File: config.mk
export PLATFORM = sky130hd
export DESIGN_NAME = float_normalizer
export DESIGN_NICKNAME = d
export VERILOG_FILES = /design/src/rtl/float_pkg.sv /design/src/rtl/float_norm_step.sv /design/src/rtl/float_normalizer.sv
export SDC_FILE = /design/constraint.sdc
export NUM_CORES = 1
export LEC_CHECK = 0
export CORE_MARGIN = 4
export CORE_UTILIZATION = 55
export DETAILED_ROUTE_END_ITERATION = 12
export PLACE_DENSITY = 0.85
export SETUP_SLACK_MARGIN = 0.1
export SYNTH_ARGS = -nofsm -noshare
export SYNTH_HDL_FRONTEND = slang
export SYNTH_SLANG_ARGS = --single-unit
export TNS_END_PERCENT = 30
File: constraint.sdc
create_clock -name clk -period 7.2 [get_ports clk]
set_input_delay 1.8 -clock clk [delete_from_list [all_inputs] [get_ports clk]]
set_output_delay 1.8 -clock clk [all_outputs]
set_load 0.05 [all_outputs]
File: src/rtl/float_pkg.sv
// Shared definitions for the float normalizer: default field widths,
// special exponent codes and the FSM state encoding.
package float_pkg;

  localparam int EXP_W  = 8;
  localparam int FRAC_W = 23;

  localparam logic [7:0] EXP_MAX    = 8'hFF;
  localparam logic [7:0] EXP_INF_M1 = 8'hFE;

  typedef enum logic [1:0] {
    IDLE  = 2'd0,
    SHIFT = 2'd1,
    DONE  = 2'd2
  } normStateT;

endpackage

File: src/rtl/float_norm_step.sv
// One normalization step: given the working sign/exponent/significand, either
// finishes with a packed result and status flags or produces the shifted operand.
module float_norm_step #(
  parameter int EXP_W  = float_pkg::EXP_W,
  parameter int FRAC_W = float_pkg::FRAC_W
) (
  input  logic                    sign,
  input  logic [EXP_W-1:0]        exp,
  input  logic [FRAC_W+1:0]       sig,
  output logic [EXP_W-1:0]        nextExp,
  output logic [FRAC_W+1:0]       nextSig,
  output logic                    done,
  output logic [EXP_W+FRAC_W:0]   result,
  output logic                    zero,
  output logic                    ovf,
  output logic                    unf
);

  localparam logic [EXP_W-1:0] expMax   = {EXP_W{1'b1}};
  localparam logic [EXP_W-1:0] expInfM1 = {{(EXP_W-1){1'b1}}, 1'b0};
  localparam logic [EXP_W-1:0] expOne   = {{(EXP_W-1){1'b0}}, 1'b1};

  // Branch order matters: specials first, then carry, then the left-shift walk.
  always_comb begin
    nextExp = exp;
    nextSig = sig;
    done    = 1'b0;
    result  = '0;
    zero    = 1'b0;
    ovf     = 1'b0;
    unf     = 1'b0;
    if (exp == expMax) begin
      done   = 1'b1;
      result = {sign, expMax, sig[FRAC_W-1:0]};
    end else if (sig == '0) begin
      done = 1'b1;
      zero = 1'b1;
    end else if (sig[FRAC_W+1]) begin
      if (exp == expInfM1) begin
        done   = 1'b1;
        ovf    = 1'b1;
        result = {sign, expMax, {FRAC_W{1'b0}}};
      end else begin
        nextSig = sig >> 1;
        nextExp = exp + 1'b1;
      end
    end else if (sig[FRAC_W] && exp != '0) begin
      done   = 1'b1;
      result = {sign, exp, sig[FRAC_W-1:0]};
    end else if (exp <= expOne) begin
      done   = 1'b1;
      unf    = 1'b1;
      result = {sign, {(EXP_W+FRAC_W){1'b0}}};
    end else begin
      nextSig = sig << 1;
      nextExp = exp - 1'b1;
    end
  end

endmodule

File: src/rtl/float_normalizer.sv
// Iterative post-add normalizer: accepts a raw sum, shifts one position per
// clock until normalized or a special case is hit, then holds the result.
module float_normalizer #(
  parameter int EXP_W  = float_pkg::EXP_W,
  parameter int FRAC_W = float_pkg::FRAC_W
) (
  input  logic                   clk,
  input  logic                   reset,
  input  logic                   in_valid,
  output logic                   in_ready,
  input  logic                   in_sign,
  input  logic [EXP_W-1:0]       in_exp,
  input  logic [FRAC_W+1:0]      in_sig,
  output logic                   out_valid,
  input  logic                   out_ready,
  output logic [EXP_W+FRAC_W:0]  out_float,
  output logic                   out_zero,
  output logic                   out_ovf,
  output logic                   out_unf
);

  import float_pkg::*;

  normStateT state, nextState;

  logic                  signReg;
  logic [EXP_W-1:0]      expReg;
  logic [FRAC_W+1:0]     sigReg;

  logic [EXP_W-1:0]      stepExp;
  logic [FRAC_W+1:0]     stepSig;
  logic                  stepDone;
  logic [EXP_W+FRAC_W:0] stepResult;
  logic                  stepZero, stepOvf, stepUnf;

  float_norm_step #(.EXP_W(EXP_W), .FRAC_W(FRAC_W)) stepUnit (
    .sign    (signReg),
    .exp     (expReg),
    .sig     (sigReg),
    .nextExp (stepExp),
    .nextSig (stepSig),
    .done    (stepDone),
    .result  (stepResult),
    .zero    (stepZero),
    .ovf     (stepOvf),
    .unf     (stepUnf)
  );

  always_ff @(posedge clk or posedge reset) begin
    if (reset) state <= IDLE;
    else       state <= nextState;
  end

  always_comb begin
    nextState = state;
    case (state)
      IDLE:    if (in_valid)  nextState = SHIFT;
      SHIFT:   if (stepDone)  nextState = DONE;
      DONE:    if (out_ready) nextState = IDLE;
      default: nextState = IDLE;
    endcase
  end

  // Outputs change only on the edge that enters DONE, so they stay put while held.
  always_ff @(posedge clk or posedge reset) begin
    if (reset) begin
      signReg   <= 1'b0;
      expReg    <= '0;
      sigReg    <= '0;
      out_float <= '0;
      out_zero  <= 1'b0;
      out_ovf   <= 1'b0;
      out_unf   <= 1'b0;
    end else if (state == IDLE && in_valid) begin
      signReg <= in_sign;
      expReg  <= in_exp;
      sigReg  <= in_sig;
    end else if (state == SHIFT) begin
      if (stepDone) begin
        out_float <= stepResult;
        out_zero  <= stepZero;
        out_ovf   <= stepOvf;
        out_unf   <= stepUnf;
      end else begin
        expReg <= stepExp;
        sigReg <= stepSig;
      end
    end
  end

  assign in_ready  = (state == IDLE);
  assign out_valid = (state == DONE);

endmodule

==> results of run 1 <==
power groups by stage:
stage | logic, mW | clock network (mW) | registers, mW
6_report | 1.26 | 0.326 | 0.801
5_1_grt | 1.35 | 0.350 | 0.828
4_1_cts | 1.26 | 0.331 | 0.792
3_5_place_dp | 1.25 | 0 | 0.798
3_3_place_gp | 1.22 | 0 | 0.792
2_1_floorplan | 0.739 | 0 | 0.978
state kept, by name, summed over array words and instances, names as in the netlist:
name,flops
out_zero,1
sigReg,25
expReg,8
state,2
signReg,1
out_ovf,1
out_float,32
out_unf,1
logic make-up after synthesis:
logic type,Yosys count,share of synthesized area
buffers and inverters,34,0.0483
and+or+nand+nor,84,0.123
muxes,6,0.0190
xor gates and xnor gates,3,0.00751
adders and majority gates,4,0.0143
DFF,71,0.508
AOI/OAI and AO/OA,116,0.280
cells in the mapped netlist (4+ instances only):
cell type | count | area share
a221o_1 | 4 | 0.011
nand2_1 | 21 | 0.023
o221a_2 | 17 | 0.055
o21ai_0 | 14 | 0.020
clkbuf_1 | 15 | 0.016
nand3_1 | 10 | 0.014
a221o_2 | 17 | 0.055
ha_1 | 4 | 0.014
buf_2 | 7 | 0.010
nor4_1 | 7 | 0.013
a22o_1 | 23 | 0.058
nor2_1 | 16 | 0.017
a21oi_1 | 12 | 0.017
mux2_2 | 5 | 0.016
dfrtp_1 | 71 | 0.51
inv_1 | 6 | 0.0064
o211ai_1 | 6 | 0.013
a22oi_1 | 6 | 0.013
nor3_1 | 11 | 0.016
cell type report:
cell class / count / area, sq um / area share
flip-flops and latches: 71 / 1780 / 0.400
multi-input cells: 213 / 1560 / 0.351
repair buffers: 80 / 786 / 0.177
clock buffers: 10 / 138 / 0.0310
well taps: 75 / 93.8 / 0.0211
clock inverters: 6 / 67.6 / 0.0152
inverters: 6 / 22.5 / 0.00507
placed cells by master (no fill, tap or decap), types with 3 or more instances in the layout:
master and n:
clkdlybuf4s50_1 74, dfrtp_1 71, a22o_1 23, nand2_1 21, o221a_2 17, a221o_2 17, nor2_1 16, o21ai_0 14
a21oi_1 12, nand3_1 10, nor3_1 10, clkbuf_8 10, nor4_1 7, a22oi_1 6, o211ai_1 6, buf_4 6
inv_1 5, mux2_2 5, a221o_1 4, ha_1 4, nand4_1 3, xnor2_1 3, a31oi_1 3, a21bo_2 3
critical path, delay by kind of cell:
family / cells / cell delay, ps
simple gates: 1 / 620
compound gates: 3 / 1110
buf+inv: 1 / 480
routing by layer:
layer	vias to the layer above	global-route usage	part of all wire
met5	-	0.0195	0
met4	0	0.0809	0.014
met3	13	0.0461	0.072
met2	135	0.327	0.45
met1	1432	0.355	0.46
li1	1365	-	-
how the worst max path moves through the flow:
stage               startpoint               endpoint  slack, ps  cells after the start
floorplan                reset  expReg[0]$_DFFE_PP0P_       3600                      1
global placement      in_valid  expReg[4]$_DFFE_PP0P_       3150                      5
detailed placement    in_valid  expReg[4]$_DFFE_PP0P_       3090                      5
CTS                   in_valid  expReg[4]$_DFFE_PP0P_       3450                      5
global route          in_valid  expReg[4]$_DFFE_PP0P_       3290                      5
finish                in_valid  expReg[4]$_DFFE_PP0P_       3400                      5
==> impl_metrics.toml, run 1 <==
[worst_setup_path]
critPathLaunchType = "primary input"
required_ps = 7420
cp-end-kind = "register"
r2r_start = "expReg[3]$_DFFE_PP0P_"
r2r_cells = 6
timing.rr.end = "out_float[25]$_DFFE_PP0P_"
cp_data_arrival_time_ps = 4020
max_stage_delay_ps = 620
cp_max_fo = 32
r2r_slack_ps = 3650
worstPathCellList = "clkdlybuf4s50_1 > nand2_1 > o21ai_1 > a21bo_2 > a221o_2"
crit_type = "in2reg"
slowest_stage = "nand2_1"

[pwr]
pwr-share-seq = 0.336
clkPwrFrac = 0.137
p_total_mw = 2.38
combPwrFrac = 0.527
power_density_nw_per_um2 = 536
p_switching_mw = 1.09
internal-power_mw = 1.29
p_leak_nw = 1.80
swShare = 0.457
ir_worst_vdd_mv = 0.372

[final_layout]
fin_nets = 423
final_core_util = 0.733
final_layout_size_suffix_gt1_frac = 0.184
syn2layout_area_growth_pct = 27.1
diodes = 0
layout.cells.non_filler = 461
fin_area_sq_um = 4450
num-fill-cells = 436

[timing]
setup_viol = 0
hold_viol_final = 0
drv_slew = 0
tns_ps = 0
fmax_mhz = 263
relSlewSlack = 0.203
fin_crit_ps = 3800
clock_skew_ps = 11.3
rsz0062_at_grt = "no"
post-route-period-util = 0.528
worst_slew_pin_slew_ps = 1190
timing.hold.ws_ps = 489
setup_ws_ps = 3400

[clocking]
clk_latency_ps = 340
cts_tree = "yes"
hold_buffers = 0
clk_pin_slew_ps = 70
ctsHtreeMaxLevel = 3
post_cts_buffers = 0
cts_inserted_buffers = 9
cts_root_buf = "clkbuf_8"
cts.repair.resized = 0
clock-sinks = 71
cts_buffer_depth = 2

[grt]
grt_usage = 0.232
grt_max_degree = 72
grt_pass1_wl_um = 13900
gr-total-overflow = 0
antenna_found_initial = 0
grt_pass1_vias = 2809

[synthesis]
ys_warn_count = 0
syn-num-nets = 360
ys_ff_latch = 71
synthCells = 318
synth-edff-count = 0
synth_area_sq_um = 3500
synthFlopType = "dfrtp_1"
ys_types = 49
syn_area_per_cell_sq_um = 11.0
ys_seq_area_frac = 0.508
synthArstFlopShare = 1.00

[floorplanning]
die_h_um = 87.8
design.core.area_sq_um = 6060
num_rows = 28
ioPinCount = 75
floorplan.initialDensity = 0.577
die-area_sq_um = 7700
die_x_um = 87.8

[min_path]
hold-path-cell-count = 2
min_from = "out_float[31]$_DFFE_PP0P_"
hold-path-endpoint = "out_float[31]$_DFFE_PP0P_"
hold_path_class = "reg2reg"

[outcome]
status = "finished, final reports clean"

[routing]
wl_um = 8480
drt_pass1_iterations = 5
wl_per_cell_um = 18.4
ant_nets = 0
dr_total_vias = 2945
drtIter0Drc = 424
avgViaCountPerCell = 6.39
drc = 0

[place]
placed_area_sq_um = 4240
pre_cts_ws_ps = 3090
dpl.hpwl_um = 5730
port_buffers = 74
place_inst = 445
gp_congestion = 0.885

[flow_run]
drv_cap = 0
(Power assumes the default switching activity.)
==> run 2: changes to the inputs <==
--- a/config.mk
+++ b/config.mk
@@ -6,9 +6,9 @@
 export NUM_CORES = 1
 export LEC_CHECK = 0
 export CORE_MARGIN = 4
-export CORE_UTILIZATION = 55
+export CORE_UTILIZATION = 46
 export DETAILED_ROUTE_END_ITERATION = 12
-export PLACE_DENSITY = 0.85
+export PLACE_DENSITY = 0.76
 export SETUP_SLACK_MARGIN = 0.1
 export SYNTH_ARGS = -nofsm -noshare
 export SYNTH_HDL_FRONTEND = slang
==> constraint.sdc (replaced) <==
create_clock -name clk -period 3.27 [get_ports clk]
set_input_delay 0.8175 -clock clk [delete_from_list [all_inputs] [get_ports clk]]
set_output_delay 0.8175 -clock clk [all_outputs]
set_load 0.05 [all_outputs]
==> run 2 against run 1 <==
  * Critical path depth up 2
  * Clock skew down 3.8 ps
  * Clock-buffer cell count down 1
  * Non-clock buffer count up 10
  * Die area up 18%
  * Register-to-register slack worse by 3500 ps
  * Wire length up 4.8%
  * Setup slack worse by 3200 ps
  * First-iteration DRC count down 45%
  * Largest power group unchanged
==> impl_metrics.toml, run 2 (synthesis results as in run 1) <==
[outcome]
status = "finished, final reports clean"

[final_layout]
largest_reg_flops = 32
layout.cells.non_filler = 494
diodes = 0
num-fill-cells = 597
final_layout_size_suffix_gt1_frac = 0.205
final_common_cell = "clkdlybuf4s50_1"
largestRegisters = "out_float: 32 flops, sigReg: 25 flops, expReg: 8 flops"
multiInputGateArea_sq_um = 1570
final_cell_mix = "clkdlybuf4s50_1 (74), dfrtp_1 (71), a22o_1 (23), nand2_1 (21)"
syn2layout_area_growth_pct = 29.3
seqCellArea_sq_um = 1780
top_register = "out_float"
fin_nets = 433
fin_area_sq_um = 4520

[routing]
wl_um = 8880
wl_per_cell_um = 18.0
dr_total_vias = 2916
drt_pass1_iterations = 4
drtIter0Drc = 232
ant_nets = 0
drc = 0
avgViaCountPerCell = 5.90

[pwr]
swShare = 0.460
internal-power_mw = 2.82
clkPwrFrac = 0.112
pwr-share-seq = 0.325
ir_worst_vdd_mv = 0.438
p_leak_nw = 1.84
combPwrFrac = 0.563
power_density_nw_per_um2 = 1150
p_switching_mw = 2.40

[grt]
grt_pass1_vias = 2864
grt_max_degree = 42
grt_pass1_wl_um = 14700
antenna_found_initial = 0
grt_usage = 0.209
gr-total-overflow = 0

[worst_setup_path]
worstPathCellList = "or4_4 > or4b_4 > a2111o_1 > or2_1 > buf_4 > a221o_2 > o221a_2"
slowest_stage = "or4_4"
r2r_start = "expReg[5]$_DFFE_PP0P_"
required_ps = 3500
critical_path.top_delay_family = "simple AND/OR/NAND/NOR gates"
r2r_cells = 7
crit_type = "reg2reg"
max_stage_delay_ps = 540
critPathLaunchType = "register"
timing.rr.end = "sigReg[11]$_DFFE_PP0P_"
cp.buffers_inverters = 1
cp-end-kind = "register"
r2r_slack_ps = 160
cp_data_arrival_time_ps = 3340
cp_max_fo = 29

[floorplanning]
die_h_um = 95.2
die_x_um = 95.2
floorplan.initialDensity = 0.477
num_rows = 31
ioPinCount = 75
die-area_sq_um = 9060
design.core.area_sq_um = 7330

[timing]
fin_crit_ps = 3110
worst_slew_pin_slew_ps = 712
relSlewSlack = 0.525
setup_viol = 0
tns_ps = 0
fmax_mhz = 321
rsz0062_at_grt = "yes"
setup_ws_ps = 158
post-route-period-util = 0.952
clock_skew_ps = 7.52
hold_viol_final = 0
drv_slew = 0

[place]
dpl.hpwl_um = 6310
placed_area_sq_um = 4360
pre_cts_ws_ps = 226
port_buffers = 74
gp_congestion = 0.914
place_inst = 479

[min_path]
hold_path_class = "reg2reg"
hold-path-endpoint = "out_float[31]$_DFFE_PP0P_"
min_from = "out_float[31]$_DFFE_PP0P_"
hold-path-cell-count = 2

[clocking]
clk_latency_ps = 340
cts_tree = "yes"
clk_pin_slew_ps = 70
clock-sinks = 71
post_cts_buffers = 0
cts_root_buf = "clkbuf_8"
ctsHtreeMaxLevel = 3
cts_inserted_buffers = 9
cts_buffer_depth = 2

[flow_run]
drv_cap = 0
-- run 2: area by class of cell --
cell class	count	share of cell area
Sequential cell	71	0.393
Tap cell	99	0.0274
Timing Repair Buffer	90	0.193
Inverter	6	0.00498
Clock inverter	6	0.00857
Clock buffer	9	0.0274
Multi-Input combinational cell	213	0.346
-- run 2: layer usage --
| layer | part of all wire | GRT usage |
|---|---|---|
| met1 | 0.45 | 0.304 |
| met2 | 0.47 | 0.318 |
| met4 | 0.019 | 0.0781 |
| met3 | 0.060 | 0.0308 |
| met5 | 0 | 0 |
-- run 2: per-stage QoR --
step | hold WS, ps | util | total power, mW
after floorplan | 445 | - | 3.78
after global placement | 453 | 0.594 | 4.57
after detailed placement | 460 | 0.594 | 4.62
after CTS | 476 | 0.617 | 5.22
after global routing | 500 | 0.617 | 5.57
final | 479 | 0.617 | 5.22
-- run 2: power by group through the flow --
| stage | logic [mW] | clock network (mW) | registers [mW] |
|---|---|---|---|
| after global routing | 3.17 | 0.640 | 1.76 |
| after global placement | 2.88 | 0 | 1.69 |
| after floorplan | 1.63 | 0 | 2.15 |
| after CTS | 2.94 | 0.597 | 1.69 |
| final | 2.94 | 0.586 | 1.69 |
| after detailed placement | 2.92 | 0 | 1.70 |
-- run 2: tightest hold or removal path, cell delays in order (launching register included) --
cell     delay (ps)
dfrtp_1         350
nand2_1          50
nand2_1          50
-- run 2: repair_timing --
action,in CTS,in global routing
gates resized for setup,0,1
hold buffers,0,0
setup endpoints to repair,0,1
-- run 2: worst max-delay path by stage --
stage / startpoint / endpoint / slack (ps) / depth (start not counted)
finish: expReg[5]$_DFFE_PP0P_ / sigReg[11]$_DFFE_PP0P_ / 160 / 7
global placement: expReg[5]$_DFFE_PP0P_ / sigReg[14]$_DFFE_PP0P_ / 300 / 7
global route: expReg[5]$_DFFE_PP0P_ / sigReg[11]$_DFFE_PP0P_ / 100 / 7
CTS: expReg[5]$_DFFE_PP0P_ / expReg[4]$_DFFE_PP0P_ / 200 / 6
detailed placement: expReg[5]$_DFFE_PP0P_ / sigReg[11]$_DFFE_PP0P_ / 230 / 7
floorplan: expReg[4]$_DFFE_PP0P_ / sigReg[15]$_DFFE_PP0P_ / 300 / 9
==> run 3: changes to the inputs <==
--- a/config.mk
+++ b/config.mk
@@ -7,6 +7,7 @@
 export LEC_CHECK = 0
 export CORE_MARGIN = 4
 export CORE_UTILIZATION = 46
+export CTS_CLUSTER_DIAMETER = 60
 export DETAILED_ROUTE_END_ITERATION = 12
 export PLACE_DENSITY = 0.76
 export SETUP_SLACK_MARGIN = 0.1
==> results of run 3 <==
Same layout as run 2: the final DEF is identical, and so are final timing and power.
